### src/rtl/alu_pkg.sv
// Shared definitions for the ALU execute path: opcodes, NZCV bit positions
// and the buffered result-entry record used by the result stage.
package alu_pkg;

  // Entry field widths; alu_result_stage parameters N/REG_W must match these.
  localparam int ENTRY_N     = 32;
  localparam int ENTRY_REG_W = 5;

  localparam logic [2:0] OP_ADD = 3'b000;
  localparam logic [2:0] OP_SUB = 3'b001;
  localparam logic [2:0] OP_MUL = 3'b010;
  localparam logic [2:0] OP_DIV = 3'b101;

  localparam int FLAG_N = 3;
  localparam int FLAG_Z = 2;
  localparam int FLAG_C = 1;
  localparam int FLAG_V = 0;

  typedef struct packed {
    logic [ENTRY_N-1:0]     result;
    logic [ENTRY_REG_W-1:0] dest;
    logic [3:0]             flags;
    logic                   set_flags;
  } alu_entry_t;

endpackage

### src/rtl/alu_result_stage.sv
// Two-entry (main + skid) result buffer behind the combinational ALU, with
// NZCV status commit when an entry retires to writeback.
module alu_result_stage
  import alu_pkg::*;
#(
  parameter int N     = 32,
  parameter int REG_W = 5
) (
  input  logic             clk,
  input  logic             rst,
  input  logic             in_valid,
  output logic             in_ready,
  input  logic [2:0]       in_opcode,
  input  logic [N-1:0]     in_result,
  input  logic             in_c,
  input  logic             in_o,
  input  logic             in_n,
  input  logic             in_z,
  input  logic             in_set_flags,
  input  logic [REG_W-1:0] in_dest,
  output logic             out_valid,
  input  logic             out_ready,
  output logic [N-1:0]     out_result,
  output logic [REG_W-1:0] out_dest,
  output logic [3:0]       out_flags,
  output logic [3:0]       status_flags,
  output logic [1:0]       occupancy
);

  // Multiply and divide produce no meaningful carry/overflow, so C and V are cleared.
  function automatic logic [3:0] capture_flags(input logic [2:0] op,
                                               input logic n, input logic z,
                                               input logic c, input logic v);
    logic [3:0] f;
    f         = '0;
    f[FLAG_N] = n;
    f[FLAG_Z] = z;
    f[FLAG_C] = c;
    f[FLAG_V] = v;
    if (op == OP_MUL || op == OP_DIV) begin
      f[FLAG_C] = 1'b0;
      f[FLAG_V] = 1'b0;
    end
    return f;
  endfunction

  alu_entry_t cap_entry_p0;
  alu_entry_t m_entry_p1;
  alu_entry_t s_entry_p1;
  logic       m_vld_p1;
  logic       s_vld_p1;
  logic       in_ready_p1;
  logic [3:0] status_p1;

  logic accept;
  logic retire;
  logic m_vld_nxt;
  logic s_vld_nxt;
  logic m_load_cap;
  logic m_load_skid;
  logic s_load;

  // ---- p0: capture the ALU outputs into an entry record ----
  always_comb begin
    cap_entry_p0           = '0;
    cap_entry_p0.result    = in_result;
    cap_entry_p0.dest      = in_dest;
    cap_entry_p0.flags     = capture_flags(in_opcode, in_n, in_z, in_c, in_o);
    cap_entry_p0.set_flags = in_set_flags;
  end

  assign accept = in_valid && in_ready_p1;
  assign retire = m_vld_p1 && out_ready;

  // A full skid register always drains into main first, keeping FIFO order.
  always_comb begin
    m_vld_nxt   = m_vld_p1;
    s_vld_nxt   = s_vld_p1;
    m_load_cap  = 1'b0;
    m_load_skid = 1'b0;
    s_load      = 1'b0;
    if (retire) begin
      if (s_vld_p1) begin
        m_load_skid = 1'b1;
        s_vld_nxt   = 1'b0;
      end else if (accept) begin
        m_load_cap  = 1'b1;
      end else begin
        m_vld_nxt   = 1'b0;
      end
    end else if (accept) begin
      if (m_vld_p1) begin
        s_load    = 1'b1;
        s_vld_nxt = 1'b1;
      end else begin
        m_load_cap = 1'b1;
        m_vld_nxt  = 1'b1;
      end
    end
  end

  // ---- p1: buffered entries, handshake state and status register ----
  always_ff @(posedge clk) begin
    if (rst) begin
      m_vld_p1    <= 1'b0;
      s_vld_p1    <= 1'b0;
      in_ready_p1 <= 1'b0;
      status_p1   <= '0;
    end else begin
      m_vld_p1    <= m_vld_nxt;
      s_vld_p1    <= s_vld_nxt;
      in_ready_p1 <= !s_vld_nxt;
      if (retire && m_entry_p1.set_flags)
        status_p1 <= m_entry_p1.flags;
    end
  end

  // Main entry drives the outputs directly, so it is cleared on reset.
  always_ff @(posedge clk) begin
    if (rst)
      m_entry_p1 <= '0;
    else if (m_load_cap)
      m_entry_p1 <= cap_entry_p0;
    else if (m_load_skid)
      m_entry_p1 <= s_entry_p1;
  end

  always_ff @(posedge clk) begin
    if (s_load)
      s_entry_p1 <= cap_entry_p0;
  end

  assign in_ready     = in_ready_p1;
  assign out_valid    = m_vld_p1;
  assign out_result   = m_entry_p1.result;
  assign out_dest     = m_entry_p1.dest;
  assign out_flags    = m_entry_p1.flags;
  assign status_flags = status_p1;
  assign occupancy    = {1'b0, m_vld_p1} + {1'b0, s_vld_p1};

endmodule

### config.mk
export PLATFORM = sky130hd
export DESIGN_NAME = alu_result_stage
export DESIGN_NICKNAME = d
export VERILOG_FILES = /design/src/rtl/alu_pkg.sv /design/src/rtl/alu_result_stage.sv
export SDC_FILE = /design/constraint.sdc
export NUM_CORES = 1
export LEC_CHECK = 0
export BUFFER_PORTS_ARGS = -buffer_cell sky130_fd_sc_hd__buf_4
export CORE_ASPECT_RATIO = 0.5
export CORE_MARGIN = 2
export CORE_UTILIZATION = 51
export CTS_BUF_LIST = sky130_fd_sc_hd__clkbuf_8
export DETAILED_ROUTE_END_ITERATION = 10
export HOLD_SLACK_MARGIN = 0.1
export PLACE_DENSITY = 0.78
export SETUP_SLACK_MARGIN = 0.3
export SLEW_MARGIN = 10
export SYNTH_ARGS = -nofsm -noshare
export SYNTH_HDL_FRONTEND = slang
export SYNTH_SLANG_ARGS = --single-unit
### constraint.sdc
create_clock -name clk -period 7 [get_ports clk]
set_clock_uncertainty 0.15 [all_clocks]
set_input_delay 0.35 -clock clk [delete_from_list [all_inputs] [get_ports clk]]
set_output_delay 0.35 -clock clk [all_outputs]
set_load 0.01 [all_outputs]
==> results.tsv <==
metric	value	unit
grt_pass1_wl	12800	um
die-width	124.9	um
gp_congestion	0.7853	
dp_hpwl	5045	um
worstPathRequired	7.11	ns
viasPerCell	5.190	
drc	0	
power_frac_seq	52.1	%
tightest_slew	1.104	ns
cts_tree	yes	
postCtsSetupBuffers	0	
h-tree-depth	3	
maxSlewViolCount	0	
clk_latency	0.36	ns
crit_path_end_kind	register	
start_kind	register	
postRouteWirelength	7855	um
final.min_clock_period	2.530	ns
ir_drop	0.0001213	V
port_buffers	97	
avgSynthCellArea	10.44	um^2
start_util	54.16	%
internal-power	865.6	uW
dieArea	8052	um^2
first_pass_iters	4	
cts_resized	0	
synthSimpleGateAreaFrac	15.00	%
yosys.area.top_type_share	33.83	%
muxShareOfSynthArea	1.074	%
synthCells	357	
ys_seq_area_share	60.13	%
powerDensity	234.9	nW/um^2
cts_buffers	9	
max_freq	395.3	MHz
area_growth	29.33	%
whs	0.1400	ns
swShare	23.58	%
p_sw	267.1	uW
synth_ff_type	dfxtp_1	
clock_power_share	34.6	%
synth_compound_area_share	11.74	%
synth.area.top_cells	edfxtp_1, dfxtp_1, a311oi_1	
critical_path_arrival	2.64	ns
track_usage	20.20	%
timing_hold_violations_final	0	
antenna_left	0	
nets	495	
rows	21	
postSynth.asyncResetShare	0	%
grt_pass1_vias	2725	
p_comb_share	13.3	%
synth_top_cell_by_area	edfxtp_1	
synth_common_cells	nand2_1, dfxtp_1, nor2_1	
grt_max_degree	57	
netlist_area	3729	um^2
diodes	0	
criticalPathCategory	register to register	
yosys_register_bits	91	
rsz0062_at_grt	no	
dr_total_vias	2808	
yosysMostFrequentCell	nand2_1	
outcome	completed	
setup_tns	0	ns
setup_slack	4.470	ns
synth.distinct_cells	24	
holdBufCountCts	40	
power_leakage	1.959	nW
cts_root_buffer	clkbuf_8	
synth_warnings	0	
layout-drive-gt1-share	26.95	%
critPathMaxFanout	56	
antenna_found_initial	0	
hold_class	primary input to register	
post-route-period-util	36.14	%
drt-initial-drc-count	176	
wire_per_inst	14.52	um
maxSlewHeadroom	26.24	%
post-place-ws	4.282	ns
clk_pin_slew_worst_paths	0.09	ns
clock_tree.buffer_depth	2	
core-area	6884	um^2
synth_top_family_by_area	simple AND/OR/NAND/NOR gates	
synth_nets	408	
cts.sinks	91	
synth-edff-count	42	
placed_cell_area	4190	um^2
pin_count	98	
finalSetupViolations	0	
final_cell_area	4822	um^2
synthAdderAreaFrac	0.6711	%
overflow	0	
maxCapViolCount	0	
die_h	64.46	um
synthXorXnorAreaFrac	0	%
final timing paths:
path | start | to | slack (ns) | depth (start not counted)
setup / recovery | out_valid$_SDFFE_PP0P_ | out_result[31]$_SDFFE_PP0P_ | 4.47 | 5
setup reg to reg | out_valid$_SDFFE_PP0P_ | out_result[31]$_SDFFE_PP0P_ | 4.47 | 5
hold / removal | in_c | s_entry_p1[2]$_DFFE_PP_ | 0.14 | 2
hold reg to reg | s_entry_p1[1]$_DFFE_PP_ | out_flags[0]$_SDFFE_PP0P_ | 0.32 | 2
layout by cell type (no fill, tap or decap):
master	Yosys	layout
buf_4	43	100
nand2_1	85	85
dfxtp_1	49	49
nor2_1	47	47
edfxtp_1	42	42
a311oi_1	40	40
dlygate4sd3_1	0	40
clkbuf_8	0	10
mux2i_1	4	4
a21oi_1	3	3
o21ai_0	3	3
and2_1	2	2
inv_1	2	2
nor2b_1	2	2
a21oi_4	1	2
a21o_1	2	2
a32oi_1	2	2
ha_1	2	2
clkinv_2	0	2
bufinv_16	0	2
and3b_1	1	1
nand2_2	1	1
nor3_4	0	1
nand2b_2	1	1
nor3_1	2	1
nand3_1	1	1
inv_6	0	1
clkinv_4	0	1
critical path, stage by stage, from the launching register on:
cell      delay [ns]
dfxtp_1         0.55
nand2_1         0.19
a21oi_4         0.53
buf_4           0.56
nor2_1          0.10
a311oi_1        0.31
through the flow:
| step | instances | total power [mW] | utilization [%] |
|---|---|---|---|
| after floorplan | 357 | 0.6918 | - |
| after CTS | 541 | 1.142 | 69.96 |
| after global routing | 541 | 1.179 | 70.05 |
| after detailed placement | 485 | 0.7349 | 60.87 |
| final | 541 | 1.133 | 70.05 |
| after global placement | 485 | 0.7291 | 60.87 |
metal layers:
metal,vias to the layer above,GRT usage (%),share of wire [%]
met5,-,0,0
met4,0,7.639,1.6
met3,12,6.028,4.7
met2,76,36.89,50
met1,1341,22.82,43
li1,1379,-,-
layout make-up:
| type | instances | area (um^2) |
|---|---|---|
| Inverter | 2 | 7.507 |
| Tap cell | 92 | 115.1 |
| Fill cell | 528 | 2062 |
| Clock buffer | 10 | 137.6 |
| Multi-Input combinational cell | 200 | 1081 |
| Timing Repair Buffer | 140 | 1151 |
| Sequential cell | 91 | 2242 |
| Clock inverter | 6 | 87.58 |
power groups by stage:
| stage | clock (mW) | combinational (mW) | sequential (mW) |
|---|---|---|---|
| finish | 0.392 | 0.151 | 0.590 |
| global route | 0.421 | 0.165 | 0.593 |
| CTS | 0.401 | 0.151 | 0.590 |
| detailed placement | 0 | 0.133 | 0.602 |
| global placement | 0 | 0.128 | 0.601 |
| floorplan | 0 | 0.0933 | 0.598 |
kinds of logic after synthesis:
kind of cell	count (synthesis)
simple gates	142
mux	4
flops	91
buf+inv	66
compound gates	52
fa+ha+maj	2
sequential cells by signal, summed over array words and instances (netlist names):
register      flops
s_entry_p1       42
out_result       32
out_dest          5
out_flags         4
status_flags      4
in_ready          1
m_entry_p1        1
out_valid         1
s_vld_p1          1
(Power assumes the default switching activity.)
